--- src/rtl/ahb_lite_master.sv ---
// AHB-Lite single-initiator master: turns a valid/ready command stream into pipelined
// NONSEQ single transfers and reports each completion on a one-cycle response strobe.
module ahb_lite_master #(
    parameter int unsigned AW = 12
) (
    input  logic          HCLK,
    input  logic          HRESETn,
    input  logic          cmd_valid,
    output logic          cmd_ready,
    input  logic          cmd_write,
    input  logic [AW-1:0] cmd_addr,
    input  logic [1:0]    cmd_size,
    input  logic [31:0]   cmd_wdata,
    output logic          rsp_valid,
    output logic          rsp_write,
    output logic          rsp_err,
    output logic [31:0]   rsp_rdata,
    output logic          HSEL,
    output logic [AW-1:0] HADDR,
    output logic [1:0]    HTRANS,
    output logic [2:0]    HSIZE,
    output logic          HWRITE,
    output logic [31:0]   HWDATA,
    input  logic          HREADY,
    input  logic          HRESP,
    input  logic [31:0]   HRDATA,
    output logic          busy
);

    localparam logic [1:0] HTRANS_IDLE   = 2'b00;
    localparam logic [1:0] HTRANS_NONSEQ = 2'b10;

    // Address-phase stage
    logic          r_a_valid;
    logic [AW-1:0] r_a_addr;
    logic          r_a_write;
    logic [1:0]    r_a_size;
    logic [31:0]   r_a_wdata;

    // Data-phase stage
    logic          r_d_valid;
    logic          r_d_write;
    logic [1:0]    r_d_size;
    logic [1:0]    r_d_lsb;
    logic [31:0]   r_d_wdata;

    logic          r_cancel;
    logic          r_rsp_valid;
    logic          r_rsp_write;
    logic          r_rsp_err;
    logic [31:0]   r_rsp_rdata;

    logic          w_accept;
    logic [1:0]    w_cmd_size;
    logic [AW-1:0] w_cmd_addr;
    logic [31:0]   w_cmd_wdata;
    logic [31:0]   w_rdata_lane;

    assign cmd_ready = HRESETn && !r_cancel && !(HRESP && !HREADY) && (!r_a_valid || HREADY);
    assign w_accept  = cmd_valid && cmd_ready;

    // Size 3 is carried as a word so HSIZE never advertises a transfer wider than the bus.
    always_comb begin
        w_cmd_size  = (cmd_size == 2'd3) ? 2'd2 : cmd_size;
        w_cmd_addr  = cmd_addr;
        w_cmd_wdata = cmd_wdata;
        case (w_cmd_size)
            2'd0: begin
                w_cmd_wdata = {4{cmd_wdata[7:0]}};
            end
            2'd1: begin
                w_cmd_addr  = {cmd_addr[AW-1:1], 1'b0};
                w_cmd_wdata = {2{cmd_wdata[15:0]}};
            end
            default: begin
                w_cmd_addr  = {cmd_addr[AW-1:2], 2'b00};
            end
        endcase
    end

    always_comb begin
        w_rdata_lane = HRDATA;
        case (r_d_size)
            2'd0:    w_rdata_lane = {24'h0, HRDATA[{r_d_lsb, 3'b000} +: 8]};
            2'd1:    w_rdata_lane = r_d_lsb[1] ? {16'h0, HRDATA[31:16]} : {16'h0, HRDATA[15:0]};
            default: w_rdata_lane = HRDATA;
        endcase
    end

    always_ff @(posedge HCLK) begin
        if (!HRESETn) begin
            r_a_valid   <= 1'b0;
            r_a_addr    <= '0;
            r_a_write   <= 1'b0;
            r_a_size    <= 2'd0;
            r_a_wdata   <= 32'h0;
            r_d_valid   <= 1'b0;
            r_d_write   <= 1'b0;
            r_d_size    <= 2'd0;
            r_d_lsb     <= 2'd0;
            r_d_wdata   <= 32'h0;
            r_cancel    <= 1'b0;
            r_rsp_valid <= 1'b0;
            r_rsp_write <= 1'b0;
            r_rsp_err   <= 1'b0;
            r_rsp_rdata <= 32'h0;
        end else begin
            r_rsp_valid <= 1'b0;
            if (r_d_valid && HREADY) begin
                r_rsp_valid <= 1'b1;
                r_rsp_err   <= HRESP;
                r_rsp_write <= r_d_write;
                r_rsp_rdata <= r_d_write ? 32'h0 : w_rdata_lane;
            end

            if (HREADY) begin
                if (r_cancel) begin
                    // Second ERROR cycle: the address phase was IDLE, A is kept for re-issue.
                    r_d_valid <= 1'b0;
                    r_cancel  <= 1'b0;
                end else begin
                    r_d_valid <= r_a_valid;
                    if (r_a_valid) begin
                        r_d_write <= r_a_write;
                        r_d_size  <= r_a_size;
                        r_d_lsb   <= r_a_addr[1:0];
                        r_d_wdata <= r_a_wdata;
                    end
                    if (!w_accept) begin
                        r_a_valid <= 1'b0;
                    end
                end
            end else if (HRESP && r_d_valid) begin
                r_cancel <= 1'b1;
            end

            if (w_accept) begin
                r_a_valid <= 1'b1;
                r_a_addr  <= w_cmd_addr;
                r_a_write <= cmd_write;
                r_a_size  <= w_cmd_size;
                r_a_wdata <= w_cmd_wdata;
            end
        end
    end

    assign HTRANS    = (r_a_valid && !r_cancel) ? HTRANS_NONSEQ : HTRANS_IDLE;
    assign HSEL      = HTRANS[1];
    assign HADDR     = r_a_addr;
    assign HWRITE    = r_a_write;
    assign HSIZE     = {1'b0, r_a_size};
    assign HWDATA    = r_d_wdata;
    assign rsp_valid = r_rsp_valid;
    assign rsp_write = r_rsp_write;
    assign rsp_err   = r_rsp_err;
    assign rsp_rdata = r_rsp_rdata;
    assign busy      = HRESETn && (r_a_valid || r_d_valid);

endmodule
--- config.mk ---
export PLATFORM = sky130hd
export DESIGN_NAME = ahb_lite_master
export DESIGN_NICKNAME = d
export VERILOG_FILES = /design/src/rtl/ahb_lite_master.sv
export SDC_FILE = /design/constraint.sdc
export NUM_CORES = 1
export LEC_CHECK = 0
export CAP_MARGIN = 10
export CELL_PAD_IN_SITES_DETAIL_PLACEMENT = 2
export CELL_PAD_IN_SITES_GLOBAL_PLACEMENT = 2
export CORE_MARGIN = 3
export CORE_UTILIZATION = 26
export CTS_CLUSTER_SIZE = 20
export DETAILED_ROUTE_END_ITERATION = 8
export PLACE_DENSITY_LB_ADDON = 0.12
export SKIP_CTS_REPAIR_TIMING = 1
export SYNTH_ARGS = -nofsm -noshare
export SYNTH_HDL_FRONTEND = slang
export SYNTH_SLANG_ARGS = --single-unit
--- constraint.sdc ---
create_clock -name HCLK -period 1.8 [get_ports HCLK]
set_input_delay 0.27 -clock HCLK [delete_from_list [all_inputs] [get_ports HCLK]]
set_output_delay 0.27 -clock HCLK [all_outputs]
set_load 0.02 [all_outputs]
## Yosys cells after proc, flatten, opt, wreduce, memory -nomap -nowiden

Index checks and enable logic that the tools add are counted.

- Register bits after elaboration: 122
- Input port bits: 84
- Output and inout port bits: 88
- Word-level logic and storage cells: 55

- Equality and inequality tests: 4
- Shift-type cells: 1
- Multiplexer cells: 12
- Bitwise operators: 2
- Reduce and logical (&&, ||, !) cells: 21

Operators with widths:

| cell | count |
|---|---|
| case mux 32 bit (2 select lines) | 2 |
| two-way mux 32 bit | 1 |
| variable part select 32 x 6 -> 8 bit | 1 |
| two-way mux 16 bit | 1 |
| logical AND 1 bit | 9 |
| two-way mux 1 bit | 5 |
| equality test 2 x 1 -> 1 bit (second input constant) | 2 |
| zero test 1 bit | 4 |
| zero test 2 bit | 2 |
| two-way mux 2 bit | 2 |
| case mux 2 bit (2 select lines) | 1 |
| AND reduction 3 bit | 1 |
| equality test 2 bit (second input constant) | 1 |
| logical OR 1 bit | 2 |
| != test 2 x 1 -> 1 bit (second input constant) | 1 |
| NOT 1 bit | 2 |
| AND reduction 2 bit | 1 |
| nonzero test 2 bit | 1 |
| OR reduction 2 bit | 1 |

## Longest topological paths before layout

- Depth after elaboration: 8
- Depth in mapped cells: 6
- Gate-level depth less buffers: 3

## Worst setup path after synthesis

OpenSTA, ideal clock, no wires.

- Kind: input port to output port
- Start point: in HRESETn
- End point: out cmd_ready
- Arrival: 1,213 ps
- Required time: 1,530 ps
- Slack: 317 ps
- Stages: 4
- Buffers on the path: 2
- Cell sequence: buf_2 -> inv_2 -> clkbuf_1 -> nor3_1

- Longest elaborated chain between the ends: 3

RTL lines:

| what | line | RTL |
|---|---|---|
| from (decl) | 7 | `input logic HRESETn,` |
| logical AND 1 bit (3 in series) | 59 | `assign cmd_ready = HRESETn && !r_cancel && !(HRESP && !HREADY) && (!r_a_valid \|\| HREADY);` |
| to (decl) | 9 | `output logic cmd_ready,` |

Every way passes these cells.

## Final worst setup path

- Start point: reg r_rsp_rdata[2], in the netlist rsp_rdata[2]
- End point: out rsp_rdata[2]

RTL lines:

| what | line | RTL |
|---|---|---|
| from (decl) | 51 | `logic [31:0] r_rsp_rdata;` |
| from (signal assigned) | 113 | `r_rsp_rdata <= r_d_write ? 32'h0 : w_rdata_lane;` |
| to (decl) | 17 | `output logic [31:0] rsp_rdata,` |

No word-level cell between the ends.

==> results.json <==
{
  "outcome": "complete, no violations",
  "reg2reg_from": "r_d_lsb[1]$_SDFFE_PN0P_",
  "final_common_cell": "clkdlybuf4s50_1",
  "path_class": "reg2out",
  "grt_pass1_wl_um": 31900,
  "drc": 0,
  "crit_chain": "clkdlybuf4s50_1",
  "min_from": "cmd_addr[8]",
  "cp_top_family": "buffers and inverters",
  "antenna_found_initial": 1,
  "m1WireLength_um": 9110,
  "cp_num_buf_inv": 1,
  "post-route-period-util_pct": 95.1,
  "leakagePower_nw": 2.76,
  "coreArea_um2": 19500,
  "dp_slack_ns": -0.176,
  "wl_met3_um": 1010,
  "cts_max_level": 4,
  "hold_ws_ns": 0.426,
  "final_antenna_net_count": 0,
  "syn2layout_area_growth_pct": 52.8,
  "finClkSkew_ns": 0.00577,
  "cts-root-buf": "clkbuf_16",
  "dieArea_um2": 21700,
  "ios": 172,
  "clk_pin_slew_ns": 0.05,
  "cts_buffer_depth": 2,
  "grt-ovfl-total": 0,
  "hold_viol": 0,
  "ys_async_sr_fraction_pct": 0,
  "detailed_place.area_um2": 7250,
  "setup_violations": 0,
  "holdPathEnd": "HADDR[8]$_SDFFE_PN0P_",
  "syn_area_um2": 5190,
  "pwr_density_cell_nw_per_um2": 933,
  "layout-drive-gt1-share_pct": 11.1,
  "critPathLaunchType": "flip-flop",
  "die_h_um": 147,
  "r2r-end": "rsp_rdata[5]$_SDFFE_PN0P_",
  "avgSynthCellArea_um2": 8.75,
  "drtPass1Iterations": 5,
  "die_w_um": 147,
  "vias": 5143,
  "gp_congestion": 0.740,
  "rsz0062_at_grt": "no",
  "grt_pass1_vias": 5686,
  "cts_tree": "yes",
  "peakVddDrop_mv": 0.653,
  "crit_fanout": 3,
  "critical-path-max-stage-delay_ns": 0.67,
  "regToRegSetupSlack_ns": 0.30,
  "hold_depth": 3,
  "yosys_warnings": 0,
  "yosysSeqAreaShare_pct": 47.1,
  "p_total_mw": 7.40,
  "cts_made_buffers": 17,
  "track_usage_pct": 18.5,
  "ys_types": 38,
  "final_cell_mix": "clkdlybuf4s50_1 (165), dfxtp_1 (122), a21oi_1 (97)",
  "synth_seq_cells": 122,
  "cp.arrival_ns": 1.44,
  "cap_viol_max_count": 0,
  "initial_core_util_pct": 26.6,
  "crit_slowest_cell": "clkdlybuf4s50_1",
  "dr.max_layer_used": "met5",
  "grt_max_degree": 80,
  "synth-edff-count": 0,
  "synth_top_flop_cell": "dfxtp_1",
  "dr_wl_met2_um": 9660,
  "worst_slew_pin_slew_ns": 0.885,
  "wl_per_cell_um": 19.5,
  "drt-total-wl_um": 20100,
  "r2r_cells": 4,
  "via_per_inst": 5.00,
  "setup_tns_ns": 0,
  "cts.sinks": 122,
  "required_ns": 1.53,
  "place_hpwl_um": 14000,
  "drv_slew": 0,
  "rows": 51,
  "worstSkewPairLatency_ns": 0.42,
  "port-buffer-count": 169,
  "slew_headroom_pct": 41.0,
  "min_period_ns": 1.71,
  "fillCellCount": 2136,
  "timing.fmax_ghz": 0.584,
  "postLayoutCellArea_um2": 7930,
  "drt-initial-drc-count": 244,
  "fin_ws_ns": 0.0883,
  "holdCritPathClass": "in2reg",
  "cp-end-kind": "primary output",
  "syn-instance-count": 593,
  "nets": 834
}
[flip-flops by register name (all words and copies together) (netlist names)]
name       flops
HWDATA        32
r_a_wdata     32
rsp_rdata     32
HADDR         12
r_a_size       2
r_d_lsb        2
r_d_size       2
HWRITE         1
r_a_valid      1
r_cancel       1
r_d_valid      1
r_d_write      1
rsp_err        1
rsp_valid      1
rsp_write      1
[power breakdown]
group | internal [mW] | switching (mW) | leakage (nW) | total, mW
sequential | 2.77 | 0.0394 | 0.989 | 2.81
combinational | 0.364 | 0.377 | 1.46 | 0.741
clock | 2.56 | 1.28 | 0.315 | 3.85
total | 5.70 | 1.70 | 2.76 | 7.40
[logic make-up (layout without fill, tap and decap cells)]
kind of cell / after synthesis / after routing / synth area share (%)
muxes: 36 / 36 / 7.33
AOI/OAI and AO/OA: 207 / 207 / 24.0
DFF: 122 / 122 / 47.1
other: 1 / 3 / 0.0723
buffers and inverters: 62 / 231 / 6.58
and+or+nand+nor: 165 / 165 / 15.0
[cells in the mapped netlist, drive strengths merged, types with 2 or more instances]
library cell / number / area share [%]
nor2: 22 / 1.7
nor2b: 2 / 0.24
nand2b: 4 / 0.48
nand4b: 2 / 0.34
o21ai: 40 / 3.9
buf: 38 / 4.8
a222oi: 8 / 1.5
mux2i: 20 / 3.9
nor3: 2 / 0.19
nand2: 86 / 6.3
and3b: 3 / 0.51
a21o: 4 / 0.58
clkbuf: 22 / 1.7
o211ai: 8 / 1.2
a211oi: 16 / 2.3
a21oi: 97 / 9.4
dfxtp: 122 / 47
a311oi: 8 / 1.4
nand3: 30 / 2.9
inv: 2 / 0.14
nand3b: 6 / 0.94
or3: 4 / 0.48
a22oi: 24 / 3.5
mux2: 16 / 3.5
[how the worst max path moves through the flow]
| stage | from | end | slack (ns) | cells past startpoint |
|---|---|---|---|---|
| 4_1_cts | r_a_valid$_SDFFE_PN0P_ | HSEL | -0.28 | 3 |
| 3_3_place_gp | HREADY | cmd_ready | -0.16 | 4 |
| 2_1_floorplan | HRESETn | cmd_ready | 0.32 | 4 |
| 5_1_grt | HADDR[1]$_SDFFE_PN0P_ | HADDR[1] | 0.009 | 1 |
| 6_report | rsp_rdata[2]$_SDFFE_PN0P_ | rsp_rdata[2] | 0.09 | 1 |
| 3_5_place_dp | HRESETn | cmd_ready | -0.18 | 4 |
[metrics by stage]
stage | util (%) | std cells
5_1_grt | 40.6 | 1028
4_1_cts | 40.5 | 1028
3_3_place_gp | 37.1 | 996
3_5_place_dp | 37.1 | 996
6_report | 40.6 | 1029
2_1_floorplan | - | 594
[metal layers]
layer  track usage (%)  up-vias
met4              5.17        2
met3              4.69       21
li1                  -     2440
met5                 0        -
met2              31.3      135
met1              23.3     2545
[area by class of cell]
cell class / count / area (um2) / share of cell area (%)
well taps: 265 / 332 / 4.18
clock inverters: 11 / 191 / 2.41
diodes: 1 / 2.50 / 0.0316
flip-flops and latches: 122 / 2440 / 30.8
repair buffers: 197 / 2060 / 26.0
inverters: 2 / 8.76 / 0.110
clock buffers: 21 / 470 / 5.93
multi-input cells: 410 / 2420 / 30.5
(Power assumes the default switching activity.)
